`src/rtl/spi_burst_ctrl.sv`:
```
// SPI burst read controller: sends command + 16-bit flash address, then reads
// len+1 little-endian 16-bit words through a byte engine into local memory.
module spi_burst_ctrl (
  input  logic        clk,
  input  logic        rst_n,
  input  logic        start,
  input  logic [7:0]  opcode,
  input  logic [15:0] faddr,
  input  logic [3:0]  len,
  input  logic [3:0]  base,
  input  logic        abort,
  output logic        busy,
  output logic        done,
  output logic        ssn_out,
  output logic        spi_load,
  output logic [7:0]  spi_tx,
  input  logic        spi_done,
  input  logic [7:0]  spi_rx,
  output logic        mem_we,
  output logic [3:0]  mem_addr,
  output logic [15:0] mem_wdata
);

  typedef enum logic [3:0] {
    IDLE, CS_SETUP, CMD, ADR_HI, ADR_LO, DATA_LO, DATA_HI, WRITE, CS_HOLD, FIN
  } state_t;

  state_t      r_state, w_state_nxt;
  logic [7:0]  r_opcode;
  logic [15:0] r_faddr;
  logic [3:0]  r_len;
  logic [3:0]  r_base;
  logic [3:0]  r_count;
  logic [15:0] r_wdata;
  logic        r_flight;
  logic        r_abort;

  logic w_is_byte, w_abort_req, w_byte_done, w_bail;

  assign w_is_byte   = r_state inside {CMD, ADR_HI, ADR_LO, DATA_LO, DATA_HI};
  assign w_abort_req = abort | r_abort;
  assign w_byte_done = w_is_byte & r_flight & spi_done;
  // Leave a byte state early only when no byte is outstanding on the engine.
  assign w_bail      = w_is_byte & w_abort_req & (~r_flight | spi_done);

  // NOTE: every signal driven here gets its default first, so no path infers a latch.
  always_comb begin
    w_state_nxt = r_state;
    case (r_state)
      IDLE:     if (start) w_state_nxt = CS_SETUP;
      CS_SETUP: w_state_nxt = abort ? CS_HOLD : CMD;
      CMD, ADR_HI, ADR_LO, DATA_LO, DATA_HI: begin
        if (w_bail) begin
          w_state_nxt = CS_HOLD;
        end else if (w_byte_done) begin
          case (r_state)
            CMD:     w_state_nxt = ADR_HI;
            ADR_HI:  w_state_nxt = ADR_LO;
            ADR_LO:  w_state_nxt = DATA_LO;
            DATA_LO: w_state_nxt = DATA_HI;
            default: w_state_nxt = WRITE;
          endcase
        end
      end
      WRITE:    w_state_nxt = (abort || r_count == r_len) ? CS_HOLD : DATA_LO;
      CS_HOLD:  w_state_nxt = FIN;
      FIN:      w_state_nxt = IDLE;
      default:  w_state_nxt = IDLE;
    endcase
  end

  always_comb begin
    spi_tx = 8'h00;
    case (r_state)
      CMD:     spi_tx = r_opcode;
      ADR_HI:  spi_tx = r_faddr[15:8];
      ADR_LO:  spi_tx = r_faddr[7:0];
      default: spi_tx = 8'h00;
    endcase
  end

  assign busy      = (r_state != IDLE);
  assign done      = (r_state == FIN);
  assign ssn_out   = ~(r_state inside {CS_SETUP, CMD, ADR_HI, ADR_LO, DATA_LO,
                                       DATA_HI, WRITE, CS_HOLD});
  // An abort seen in a byte state's first cycle suppresses that byte's load.
  assign spi_load  = w_is_byte & ~r_flight & ~w_abort_req;
  assign mem_we    = (r_state == WRITE);
  assign mem_addr  = r_base + r_count;
  assign mem_wdata = r_wdata;

  // NOTE: state registers use non-blocking assignments so every flop samples pre-edge values.
  always_ff @(posedge clk or negedge rst_n) begin
    if (!rst_n) r_state <= IDLE;
    else        r_state <= w_state_nxt;
  end

  always_ff @(posedge clk or negedge rst_n) begin
    if (!rst_n) begin
      r_opcode <= 8'h00;
      r_faddr  <= 16'h0000;
      r_len    <= 4'h0;
      r_base   <= 4'h0;
      r_count  <= 4'h0;
      r_wdata  <= 16'h0000;
      r_flight <= 1'b0;
      r_abort  <= 1'b0;
    end else begin
      if (r_state == IDLE && start) begin
        r_opcode <= opcode;
        r_faddr  <= faddr;
        r_len    <= len;
        r_base   <= base;
        r_count  <= 4'h0;
      end

      if (r_state != w_state_nxt) r_flight <= 1'b0;
      else if (spi_load)          r_flight <= 1'b1;

      if (r_state != w_state_nxt)    r_abort <= 1'b0;
      else if (w_is_byte && abort)   r_abort <= 1'b1;

      if (w_byte_done && !w_abort_req) begin
        if (r_state == DATA_LO) r_wdata[7:0]  <= spi_rx;
        if (r_state == DATA_HI) r_wdata[15:8] <= spi_rx;
      end

      if (r_state == WRITE) r_count <= r_count + 4'd1;
    end
  end

endmodule

```
`config.mk`:
```
export PLATFORM = sky130hd
export DESIGN_NAME = spi_burst_ctrl
export DESIGN_NICKNAME = d
export VERILOG_FILES = /design/src/rtl/spi_burst_ctrl.sv
export SDC_FILE = /design/constraint.sdc
export NUM_CORES = 1
export LEC_CHECK = 0
export ABC_AREA = 1
export CAP_MARGIN = 20
export CORE_ASPECT_RATIO = 1.1
export CORE_MARGIN = 10
export CORE_UTILIZATION = 40
export DETAILED_ROUTE_END_ITERATION = 8
export HOLD_SLACK_MARGIN = 0.12
export PLACE_DENSITY = 0.64
export SETUP_SLACK_MARGIN = 0.3
export SYNTH_ARGS = -nofsm -noshare
export SYNTH_HDL_FRONTEND = slang
export SYNTH_SLANG_ARGS = --single-unit
```
`constraint.sdc`:
```
create_clock -name clk -period 2.72 [get_ports clk]
set_input_delay 0.544 -clock clk [delete_from_list [all_inputs] [get_ports clk]]
set_output_delay 0.544 -clock clk [all_outputs]
set_load 0.05 [all_outputs]
```
==> impl_results.md, run 1 <==
* Status: complete, no violations
* Synth cell types at 27
* R2R setup slack at 0.79 ns
* Tcrit/Tclk final at 0.849
* Routed vias/inst at 4.53
* Layout cells sized above 1 at 0.128
* Core area at 0.00697 mm^2
* Worst path max stage delay at 0.44 ns
* CP max stage cell: nor2_1
* First-pass GRT wire length at 11900 um
* Final Slew Violations at 0
* Rel. slew slack at 0.571
* RSZ-0062 raised after global routing: true
* Clock Path Buffers at 2
* Clk Latency, worst-skew pair at 0.33 ns
* Drt pass-1 iters at 4
* Die extent in y at 108 um
* Post-synth top area share at 0.513
* Post-route ant nets at 0
* Chip width at 100 um
* Cell Rows at 32
* Placed Area at 0.00378 mm^2
* P&R area growth vs syn at 41.5%
* Synth Warn # at 0
* Critical path fanouts, max at 7
* Adder-Cell Fraction of Synth Area at 0.0248
* Final Wtd Congestion at 0.791
* Reg2Reg Depth at 11
* Most frequent cell after synthesis: nand2_1
* H-tree Lvls at 3
* Final WL at 7100 um
* Final std cells w/o fill at 538
* Largest family of logic cells by synthesized area: simple AND/OR/NAND/NOR gates
* Worst clock skew at 0.00926 ns
* Main synth FF type: dfrtp_1
* Drt first-iter violations at 85
* Pwr/cell area at 878 mW/mm^2
* Share of flip-flops with an asynchronous set or reset at 1.00
* Mapped cell area at 0.00283 mm^2
* Sequential element share of the synthesized area at 0.513
* Average size of a mapped cell at 7.80 um^2
* Final Hold Viols at 0
* Number of flops mapped to enable cells by yosys at 0
* Critical Path Source: r_state[3]$_DFF_PN0_
* Crit start category: flop
* CP required at 2.18 ns
* Storage element area at 0.00145 mm^2
* Crit path DAT at 1.76 ns
* Clk root buf: clkbuf_8
* Syn_nets at 413
* Top cells by area, synth: dfrtp_1 51%, nand2_1 22%, inv_1 4.1%, nor2_1 2.9%, nand3_1 2.8%
* Initial Util at 0.406
* WL per Instance at 13.2 um
* # DRC at 0
* N_diodes at 0
* Crit-path cells: inv_1 -> nand2_2 -> nor2_1 -> nor4_2 -> buf_4
* Filler cells at 653
* Synth Instances at 363
* Hold Crit Class: in2async
* Max Clock Freq at 0.433 GHz
* Seq cells post-synth at 58
* Setup TNS Final at 0 ns
* Clock transition at the registers of the reported paths at 0.07 ns
* DIE AREA at 0.0108 mm^2
* CTS tree: yes
* CTS Sinks at 58
* Total gr overflow at 0
* TritonCTS Buffers at 9
* Post-synthesis mux area share at 0
* Multi-input logic area at 0.00122 mm^2
* CP Capture Type: primary output
* Overall routing resource usage at 0.135
* NumNets Final at 498
* DPL Wire Length at 5330 um
* XOR/XNOR Fraction of Synth Area at 0.0155
* Final Setup Violations at 0
* Critical path class: reg2out
* Vias in the first global route at 2488
* I/O pin count at 78
* Cell Count Post-Placement at 520
* Synth Area in Compound Gates at 0.0539
* Worst R2R Start: r_state[3]$_DFF_PN0_
* IO buf count at 77
* Commonest cells in the netlist: 168 x nand2_1, 58 x dfrtp_1, 31 x inv_1
* Final min period at 2.31 ns
* Routed vias at 2435
* Max-cap violation count at 0
* Leak at 2.03 nW
* Post-Synth Simple-Gate Area at 0.329
* Peak VDD IR at 0.594 mV
* Worst-Margin Slew at 0.643 ns
* Post-synth top area cell: dfrtp_1
* Largest net degree at the start of global routing at 33
* Final instance area at 0.00401 mm^2
* Initial antenna violation count at 0
worst paths after layout:
check	endpoint
max in group asynchronous	mem_wdata[0]$_DFFE_PN0P_
setup / recovery	ssn_out
hold / removal	r_flight$_DFFE_PN0P_
min in group clk	r_faddr[8]$_DFFE_PN0P_
hold reg to reg	r_faddr[8]$_DFFE_PN0P_
setup reg to reg	r_flight$_DFFE_PN0P_
timing repair:
item	in CTS	in global routing
pin swaps	2	0
buffers inserted	2	0
hold buffers	0	0
setup endpoints to repair	4	2
resized for setup	3	4
gates cloned	0	0
routing by layer:
metal,wire length [um],GRT usage
met5,0,0
met4,117,0.0556
met3,302,0.0389
met2,3560,0.220
met1,3120,0.165
layout by cell type, fill, tap and decap left out, types with 5 or more instances in the layout:
cell type,instances
o21ai_1,16
o21ai_0,6
nand2_1,168
clkbuf_8,11
dfrtp_1,57
inv_1,31
nor2_1,19
buf_4,10
nand2_2,5
buf_12,10
nand3_1,16
a21oi_1,6
clkdlybuf4s50_1,59
cell families (layout without fill, tap and decap cells):
group	count (synthesis)	count (layout)
buffers and inverters	43	133
AO/OA/AOI/OAI	30	30
flip-flops	58	58
XOR/XNOR	5	5
AND/OR/NAND/NOR	222	222
adder cells (fa/ha/maj)	5	5
registers in the layout, indices dropped and copies added, names as in the netlist, 4 cells and up:
signal     cells
r_faddr       16
mem_wdata     16
r_len          4
r_count        4
r_opcode       8
r_base         4
r_state        4
per-stage QoR:
step | worst slack [ns] | power [mW] | util | hold slack (ns)
finish | 0.412 | 3.51 | 0.575 | 0.228
global route | 0.285 | 3.79 | 0.575 | 0.264
CTS | 0.313 | 3.55 | 0.573 | 0.245
detailed placement | 0.548 | 2.74 | 0.542 | 0.459
global placement | 0.573 | 2.71 | 0.542 | 0.454
floorplan | 0.314 | 2.27 | - | 0.248
final cells by class:
class                   instances  share of cell area
flip-flops and latches         58               0.363
repair buffers                 83               0.224
inverters                      34              0.0319
clock inverters                 5              0.0131
multi-input cells             262               0.304
clock buffers                  11              0.0378
well taps                      85              0.0266
power breakdown:
part	internal, mW	switching [mW]
clock network	0.468	0.348
registers	1.12	0.156
logic	0.498	0.924
worst max-delay path: cells and delay by family (launching register included):
kind,cells,cell delay [ns]
DFF,1,0.41
and+or+nand+nor,3,0.67
buffers and inverters,2,0.36
(Power assumes the default switching activity.)
==> run 2, diff against run 1 <==
clock period = 2.2 ns   (was 2.72 ns; I/O delays follow)
==> run 2 against run 1 <==
  * Worst setup slack worse by 0.32 ns
  * Clock skew down 0.0053 ns
  * Clock power increased by 52%
  * Combinational power up 68%
  * First-iteration DRC count up 33%
  * Non-clock buffer count is 25 higher
  * Hold slack improved by 0.24 ns
  * Total power rose by 49%
  * Sequential power is 25% higher
  * Via count up 9.2%
  * Routed wire length up 14%
  * Final cell count up 4.8%
  * Critical path type unchanged
==> impl_results.md, run 2 (synthesized netlist as in run 1, its figures left out) <==
* DPL Wire Length at 5430 um (was 5330 um)
* Clk Latency, worst-skew pair at 0.34 ns (was 0.33 ns)
* TritonCTS Buffers at 9 (unchanged)
* Initial antenna violation count at 0 (unchanged)
* Final instance area at 0.00455 mm^2 (was 0.00401 mm^2)
* Final core area utilization at 0.653 (was 0.575)
* CTS Sinks at 58 (unchanged)
* Hold Crit Depth at 2
* Most common cell after layout, fill and taps aside: nand2_1 (unchanged)
* Status: complete, no violations (unchanged)
* Leak at 2.38 nW (was 2.03 nW)
* Drt pass-1 iters at 5 (was 4)
* Rel. slew slack at 0.653 (was 0.571)
* R2R setup slack at 0.32 ns (was 0.79 ns)
* Pwr/cell area at 1150 mW/mm^2 (was 878 mW/mm^2)
* Cell Rows at 32 (unchanged)
* Critical path fanouts, max at 4 (was 7)
* Overall routing resource usage at 0.148 (was 0.135)
* Crit start category: flop (unchanged)
* NumNets Final at 524 (was 498)
* CP Capture Type: primary output (unchanged)
* CP Buf/Inv Count at 3 (was 2)
* H-tree Lvls at 3 (unchanged)
* Clock transition at the registers of the reported paths at 0.07 ns (about the same)
* Drt first-iter violations at 113 (was 85)
* HP Start: r_faddr[6]$_DFFE_PN0P_
* Total power at 5.23 mW (was 3.51 mW)
* Final Slew Violations at 0 (unchanged)
* Final Setup Violations at 0 (unchanged)
* First-pass GRT wire length at 12900 um (was 11900 um)
* Max-cap violation count at 0 (unchanged)
* Worst r2r dst: r_flight$_DFFE_PN0P_ (unchanged)
* Clock Path Buffers at 2 (unchanged)
* Routed vias at 2660 (was 2435)
* Setup ws final at 0.0924 ns (was 0.412 ns)
* Chip width at 100 um (unchanged)
* Worst R2R Start: r_state[3]$_DFF_PN0_ (unchanged)
* Hold Crit Class: reg2reg (was in2async)
* Final WL at 8070 um (was 7100 um)
* Critical path class: reg2out (unchanged)
* Largest net degree at the start of global routing at 37 (was 33)
* N_diodes at 0 (unchanged)
* Crit-path cells: inv_2 -> nand2_4 -> nor2_4 -> buf_4 -> nand2_1 -> nand3_1 -> buf_12 (was inv_1 -> nand2_2 -> nor2_1 -> nor4_2 -> buf_4)
* Min Hold Slack at 0.472 ns (was 0.228 ns)
* Die extent in y at 108 um (unchanged)
* Peak VDD IR at 0.975 mV (was 0.594 mV)
* Crit path DAT at 1.67 ns (was 1.76 ns)
* Cell Count Post-Placement at 523 (was 520)
* Layout cells sized above 1 at 0.263 (was 0.128)
* Worst-Margin Slew at 0.523 ns (was 0.643 ns)
* Post-route ant nets at 0 (unchanged)
* CTS tree: yes (unchanged)
* Initial Util at 0.406 (unchanged)
* CP required at 1.76 ns (was 2.18 ns)
* Final Hold Viols at 0 (unchanged)
* Final min period at 2.11 ns
* Tcrit/Tclk final at 0.958
* IO buf count at 77 (unchanged)
* Total gr overflow at 0 (unchanged)
* # DRC at 0 (unchanged)
* Vias in the first global route at 2742 (was 2488)
* Clk root buf: clkbuf_8 (unchanged)
* RSZ-0062 raised after global routing: true (unchanged)
* Hold EP: r_faddr[6]$_DFFE_PN0P_
* Routed vias/inst at 4.72 (was 4.53)
* Core area at 0.00697 mm^2 (unchanged)
* Setup TNS Final at 0 ns (unchanged)
* CP top delay family: buffers and inverters (was simple AND/OR/NAND/NOR gates)
* Max Clock Freq at 0.474 GHz
* P&R area growth vs syn at 60.7% (was 41.5%)
* Dpl ws at 0.197 ns (was 0.548 ns)
* WL per Instance at 14.3 um (was 13.2 um)
* CP max stage cell: dfrtp_1 (was nor2_1)
* Final std cells w/o fill at 564 (was 538)
* Worst clock skew at 0.00397 ns (was 0.00926 ns)
* DIE AREA at 0.0108 mm^2 (unchanged)
* I/O pin count at 78 (unchanged)
* Commonest non-fill, non-tap cells in the layout: 157 x nand2_1, 53 x dfrtp_1, 43 x clkdlybuf4s50_1 (was 168 x nand2_1, 59 x clkdlybuf4s50_1, 57 x dfrtp_1)
* Final Wtd Congestion at 0.872 (was 0.791)
* Reg2Reg Depth at 14 (was 11)
* Worst path max stage delay at 0.42 ns (was 0.44 ns)
* Placed Area at 0.00391 mm^2 (was 0.00378 mm^2)
-- run 2: power breakdown --
group	switching [mW]	internal [mW]
logic	1.38	1.01
registers	0.215	1.39
clock network	0.428	0.810
total	2.02	3.21
-- run 2: how the worst max path moves through the flow --
stage                                start                   end  slack, ns  cells past startpoint
floorplan           r_count[0]$_DFFE_PN0P_           mem_addr[2]       0.21                      4
global placement                     abort   r_abort$_DFFE_PN0P_       0.28                      8
detailed placement                   abort  r_flight$_DFFE_PN0P_       0.20                     10
CTS                   r_state[0]$_DFF_PN0_               ssn_out       0.10                      7
global route          r_state[3]$_DFF_PN0_             spi_tx[0]       0.02                      7
finish                r_state[3]$_DFF_PN0_             spi_tx[0]       0.09                      7
-- run 2: layout make-up --
type,instances,area [um^2]
Clock buffer,11,151
Clock inverter,5,100
Fill cell,585,2420
Inverter,34,140
Multi-Input combinational cell,263,1450
Sequential cell,58,1460
Tap cell,85,106
Timing Repair Buffer,108,1140
-- run 2: per-layer routing --
layer	GRT usage	vias to the layer above	wire, um
met5	0	-	0
met3	0.0472	19	372
met1	0.162	1236	3230
met2	0.261	59	4290
met4	0.0586	0	181
li1	-	1346	-
-- run 2: timing repair --
action / 4_1_cts / 5_1_grt
setup endpoints to repair: 38 / 32
pin swaps: 8 / 16
resized for setup: 46 / 33
gates cloned: 0 / 2
hold buffers: 1 / 0
setup buffers: 13 / 9
endpoints found under the hold margin: 19 / 0
-- run 2: worst reg2reg max path: stages, from the launching register on --
cell and delay (ns):
dfrtp_1 0.42, inv_2 0.15, nand2_4 0.10, nor2_4 0.17, nor2_4 0.05, nand2_4 0.10, buf_4 0.16, nand2_2 0.06
nor2_1 0.11, nand2_1 0.08, nand2_1 0.09, nand2_1 0.07, nand2_1 0.07, nand3_1 0.09, nor2_1 0.10
